<file path="src/rtl/vga_frame_capture.sv">
// VGA frame grabber: finds the active window from Hsync/Vsync,
// decimates it by SCALE and streams the kept pixels as word writes.
module vga_frame_capture #(
  parameter int CLKS_PER_PIXEL = 2,
  parameter int H_BP           = 48,
  parameter int H_ACTIVE       = 640,
  parameter int V_BP           = 33,
  parameter int V_ACTIVE       = 480,
  parameter int SCALE          = 4,
  parameter int ADDR_W         = 15
) (
  input  logic              clk,
  input  logic              reset_n,
  input  logic              Hsync,
  input  logic              Vsync,
  input  logic [15:0]       ColorIn,
  input  logic              Arm,
  output logic [ADDR_W-1:0] CapAddress,
  output logic [15:0]       CapData,
  output logic              CapWE,
  output logic              Busy,
  output logic              Done,
  output logic              SyncErr
);

  localparam int FRAME_WORDS = (H_ACTIVE / SCALE) * (V_ACTIVE / SCALE);
  localparam int H_END = (H_BP + H_ACTIVE) * CLKS_PER_PIXEL;
  localparam int V_END = V_BP + V_ACTIVE;
  localparam int CW = $clog2(H_END + 1) + 1;
  localparam int LW = $clog2(V_END + 1) + 1;
  localparam int PW = $clog2(CLKS_PER_PIXEL * SCALE + 1);
  localparam int VW = $clog2(SCALE + 1);

  localparam logic [CW-1:0] C_START = CW'(H_BP * CLKS_PER_PIXEL);
  localparam logic [CW-1:0] C_END   = CW'(H_END);
  localparam logic [CW-1:0] C_MAX   = '1;
  localparam logic [LW-1:0] L_START = LW'(V_BP);
  localparam logic [LW-1:0] L_END   = LW'(V_END);
  localparam logic [LW-1:0] L_MAX   = '1;
  localparam logic [PW-1:0] P_RLD   = PW'(CLKS_PER_PIXEL * SCALE - 1);
  localparam logic [VW-1:0] V_RLD   = VW'(SCALE - 1);
  localparam logic [ADDR_W-1:0] A_LAST = ADDR_W'(FRAME_WORDS - 1);

  typedef enum logic [1:0] {IDLE, WAIT_V, FRAME, DONE} state_e;

  state_e state_q, state_d;
  logic hs_q, vs_q;
  logic [CW-1:0] cnt_q, cnt_d, c_eff;
  logic [LW-1:0] line_q, line_d;
  logic [VW-1:0] vph_q, vph_d;
  logic [PW-1:0] hph_q, hph_d, hph_eff;
  logic keep_q, keep_d;
  logic [ADDR_W-1:0] addr_q, addr_d;
  logic last_q, last_d;
  logic we_q, we_d;
  logic [ADDR_W-1:0] cadr_q;
  logic [15:0] cdat_q;
  logic err_q, err_d;
  logic hs_rise, vs_rise, vs_fall, lines_en;
  logic in_win, line_act, sample, fin, abort;

  assign hs_rise = Hsync & ~hs_q;
  assign vs_rise = Vsync & ~vs_q;
  assign vs_fall = ~Vsync & vs_q;
  assign lines_en = (state_q == FRAME) ||
                    (state_q == WAIT_V && vs_rise);
  assign line_act = (line_q >= L_START) && (line_q < L_END);

  // Line and pixel phases use reloading down-counters, no dividers.
  always_comb begin
    line_d  = line_q;
    vph_d   = vph_q;
    keep_d  = keep_q;
    c_eff   = cnt_q;
    hph_eff = hph_q;
    if (!lines_en) begin
      line_d = '0;
      vph_d  = '0;
      keep_d = 1'b0;
    end else if (hs_rise) begin
      c_eff   = '0;
      hph_eff = '0;
      keep_d  = line_act && (vph_q == '0);
      if (line_act)
        vph_d = (vph_q == '0) ? V_RLD : vph_q - 1'b1;
      if (line_q != L_MAX)
        line_d = line_q + 1'b1;
    end
    in_win = (c_eff >= C_START) && (c_eff < C_END);
    cnt_d  = (c_eff == C_MAX) ? c_eff : c_eff + 1'b1;
    hph_d  = hph_eff;
    if (in_win)
      hph_d = (hph_eff == '0) ? P_RLD : hph_eff - 1'b1;
  end

  always_comb begin
    sample = (state_q == FRAME) && keep_d && in_win &&
             (hph_eff == '0) && !last_q;
    fin    = sample && (addr_q == A_LAST);
    abort  = (state_q == FRAME) && vs_fall && !last_q && !fin;
    we_d   = sample && !abort;
    addr_d = addr_q;
    if (state_q != FRAME)
      addr_d = '0;
    else if (we_d && !fin)
      addr_d = addr_q + 1'b1;
    last_d = (state_q == FRAME) && (last_q || fin);
    err_d  = err_q;
    if (state_q == IDLE && Arm)
      err_d = 1'b0;
    else if (abort)
      err_d = 1'b1;
  end

  always_comb begin
    state_d = state_q;
    unique case (state_q)
      IDLE:    if (Arm) state_d = WAIT_V;
      WAIT_V:  if (vs_rise) state_d = FRAME;
      FRAME:   if (last_q) state_d = DONE;
               else if (abort) state_d = IDLE;
      DONE:    state_d = IDLE;
      default: state_d = IDLE;
    endcase
  end

  always_comb begin
    Busy = 1'b0;
    Done = 1'b0;
    unique case (state_q)
      WAIT_V, FRAME: Busy = 1'b1;
      DONE:          Done = 1'b1;
      default: ;
    endcase
  end

  always_ff @(posedge clk) begin
    if (!reset_n) begin
      state_q <= IDLE;
      hs_q    <= 1'b1;
      vs_q    <= 1'b1;
      cnt_q   <= '0;
      line_q  <= '0;
      vph_q   <= '0;
      hph_q   <= '0;
      keep_q  <= 1'b0;
      addr_q  <= '0;
      last_q  <= 1'b0;
      we_q    <= 1'b0;
      cadr_q  <= '0;
      cdat_q  <= '0;
      err_q   <= 1'b0;
    end else begin
      state_q <= state_d;
      hs_q    <= Hsync;
      vs_q    <= Vsync;
      cnt_q   <= cnt_d;
      line_q  <= line_d;
      vph_q   <= vph_d;
      hph_q   <= hph_d;
      keep_q  <= keep_d;
      addr_q  <= addr_d;
      last_q  <= last_d;
      we_q    <= we_d;
      err_q   <= err_d;
      if (we_d) begin
        cadr_q <= addr_q;
        cdat_q <= ColorIn;
      end
    end
  end

  assign CapWE      = we_q;
  assign CapAddress = cadr_q;
  assign CapData    = cdat_q;
  assign SyncErr    = err_q;

endmodule

</file>
<file path="config.mk">
export PLATFORM = sky130hd
export DESIGN_NAME = vga_frame_capture
export DESIGN_NICKNAME = d
export VERILOG_FILES = /design/src/rtl/vga_frame_capture.sv
export SDC_FILE = /design/constraint.sdc
export NUM_CORES = 1
export LEC_CHECK = 0
export BUFFER_PORTS_ARGS = -buffer_cell sky130_fd_sc_hd__buf_4
export CAP_MARGIN = 20
export CORE_ASPECT_RATIO = 0.9
export CORE_MARGIN = 5
export CORE_UTILIZATION = 37
export CTS_CLUSTER_SIZE = 25
export DETAILED_ROUTE_END_ITERATION = 7
export HOLD_SLACK_MARGIN = 0.02
export SYNTH_ARGS = -nofsm -noshare
export SYNTH_HDL_FRONTEND = slang
export SYNTH_SLANG_ARGS = --single-unit
</file>
<file path="constraint.sdc">
create_clock -name clk -period 3.13 [get_ports clk]
set_input_delay 0.626 -clock clk [delete_from_list [all_inputs] [get_ports clk]]
set_output_delay 0.626 -clock clk [all_outputs]
set_load 0.005 [all_outputs]
</file>
==> metrics.txt <==
std cell rows=36; critical path data arrival time=3.18 ns; FFs w/ async S/R, synth=0%; Seq. cell area=1682 µm²; CTS tree=yes; ys flop type=dfxtp_1; Tmin final=2.916 ns; via total after detailed routing=3458; initial drt markers=179; setup TNS=0 ns; first-pass GRT wire length=15570 µm; Net Count, Synth=511; CTS Hold Bufs=0; Inserted Clock Buffers=9; Yosys top cell by area=dfxtp_1; Max Cap Violations=0; routed len/inst=13.62 µm; core area=10770 µm²; largest family of logic cells by synthesized area=simple AND/OR/NAND/NOR gates; crit end category=register; full die area=13170 µm²; Worst Hold Class=reg -> reg; Synth cell types=56; GP Congestion=0.8240; Seq cells post-synth=84; Slew HR=47.91%; initial antenna violation count=0; filler instances=1042; area of combinational cells with multiple inputs=2223 µm²; H-tree depth=3; die extent in y=109.4 µm; measured slew at the worst slew-check pin=0.7813 ns; gr ovfl total=0; area delta synth->final=23.24%; top cells by area, synth=dfxtp_1 41%, mux2i_1 8.6%, nand2_1 8.5%, ha_1 4.3%, nor2_1 4.0%; Post-synth EDFFs=0; root buf cell=clkbuf_16; final hold violations=0; Setup-failing EPs final=0; Mapped Avg Cell Area=8.530 µm²; Post-Synth XOR/XNOR Area=3.236%; pwr dens=495.8 nW/µm²; Synth Area in Adders=4.314%; antenna viol nets, final=0; Sinks on Clock Net=84; Final Slew Violations=0; leak pwr=0.002194 µW; clock latency on the worst-skew pair=0.34 ns; synth cell count leaders=92 x nand2_1, 84 x dfxtp_1, 43 x nor2_1, 35 x mux2i_1, 22 x a21oi_1; initial core utilization=37.72%; Crit Path Max Fanout=7; Antenna Cells=0; Total GRT Usage=14.41%; die width=120.4 µm; multiplexer area fraction after synthesis=8.906%; yosys synthesis warning count=0; IO Pins=56; Cell Area, Synth=4060 µm²; outcome=finished clean; WL final=9180 µm; # port buffers=55; Compound-Gate Fraction of Synth Area=12.54%; HPWL after DPL=6573 µm; clk buf depth=2; vias in the first global route=3328; largest net degree at the start of global routing=78; most common cell in the synthesized netlist=nand2_1; crit start category=register; CTS clk-pin slew, worst paths=0.06 ns; FF-to-FF setup slack=0.21 ns; VDD IR max=0.0002504 V; layout cells sized above 1=17.74%; Final Cycle Share=93.18%; simple-gate share of the synthesized area=25.36%; Synth top area share=41.42%; Critical Path RT=3.39 ns; clk_skew=0.009290 ns; unrepaired setup endpoints after global routing=false; fin util=46.48%; register area share after synthesis=41.42%; Cells after Synth=476; drt drc=0; Nets=571; vias per inst=5.131; Pre-antenna DRT Iters=4; f_max=342.9 MHz; Worst Path Class, Setup=reg -> reg
layout make-up:
cell class              instances  area share (%)
clock buffers                  12           4.926
clock inverters                 4           1.450
inverters                      22           1.650
multi-input cells             350           44.44
flip-flops and latches         84           33.61
well taps                     133           3.326
repair buffers                 69           10.60
worst max-delay path, cell delays in order, from the launching register on:
cell,delay (ns)
dfxtp_1,0.33
inv_1,0.14
ha_1,0.24
and3b_1,0.20
o21bai_1,0.07
buf_4,0.16
nand2_1,0.10
ha_1,0.21
nand4_1,0.13
a211o_1,0.36
a21o_1,0.25
or4_1,0.50
a21oi_1,0.14
timing repair:
action / 4_1_cts / 5_1_grt
resized for setup: 0 / 1
setup endpoints to repair: 0 / 4
buffers inserted: 0 / 2
metal layers:
metal	vias to the layer above	track usage, %	part of all wire, %
met5	-	0	0
met1	1613	18.56	49
met2	66	23.02	44
met4	0	5.663	1.6
met3	10	4.012	4.7
li1	1769	-	-
report_power, final:
part	total [µW]	switching, µW	internal (µW)
combinational	239	134	105
sequential	1100	16.9	1090
clock	1140	420	720
state kept, by name, summed over array words and instances, names as in the netlist:
signal and cells:
vph_q 3, SyncErr 1, CapAddress 15, state_q 2
cnt_q 12, last_q 1, keep_q 1, line_q 11
hph_q 4, CapWE 1, vs_q 1, CapData 16
addr_q 15, hs_q 1
layout by cell type, fill, tap and decap left out, types with 9 or more instances in the layout:
cell	count
inv_1	21
nand4_1	13
a21o_1	9
nand2_1	92
nor2_1	43
dfxtp_1	84
nand3_1	14
a21oi_1	22
mux2i_1	35
ha_1	14
clkbuf_16	9
buf_4	68
and3_1	12
metrics by stage:
stage / total power (µW) / worst slack [ns] / cell area, µm² / hold WS [ns] / std cells
detailed placement: 1362 / 0.1747 / 4657 / 0.4571 / 655
global placement: 1358 / 0.2311 / 4657 / 0.4457 / 655
floorplan: 1269 / 0.1779 / 4060 / 0.4459 / 476
global route: 2589 / 0.02099 / 5004 / 0.4851 / 674
finish: 2481 / 0.2136 / 5004 / 0.4580 / 674
CTS: 2513 / 0.1843 / 4976 / 0.4646 / 671
worst paths after layout:
kind	from	endpoint	cells after the start
worst max-delay path	state_q[1]	addr_q[3]	12
worst min-delay path	CapData[2]	CapData[2]	2
worst max register to register	state_q[1]	addr_q[3]	12
worst min register to register	CapData[2]	CapData[2]	2
cells by family after synthesis:
| family | after synthesis |
|---|---|
| compound gates | 72 |
| simple gates | 213 |
| xor+xnor | 15 |
| flops | 84 |
| buf+inv | 42 |
| mux | 36 |
| fa+ha+maj | 14 |
No activity file was read; power rests on OpenSTA's default activity.
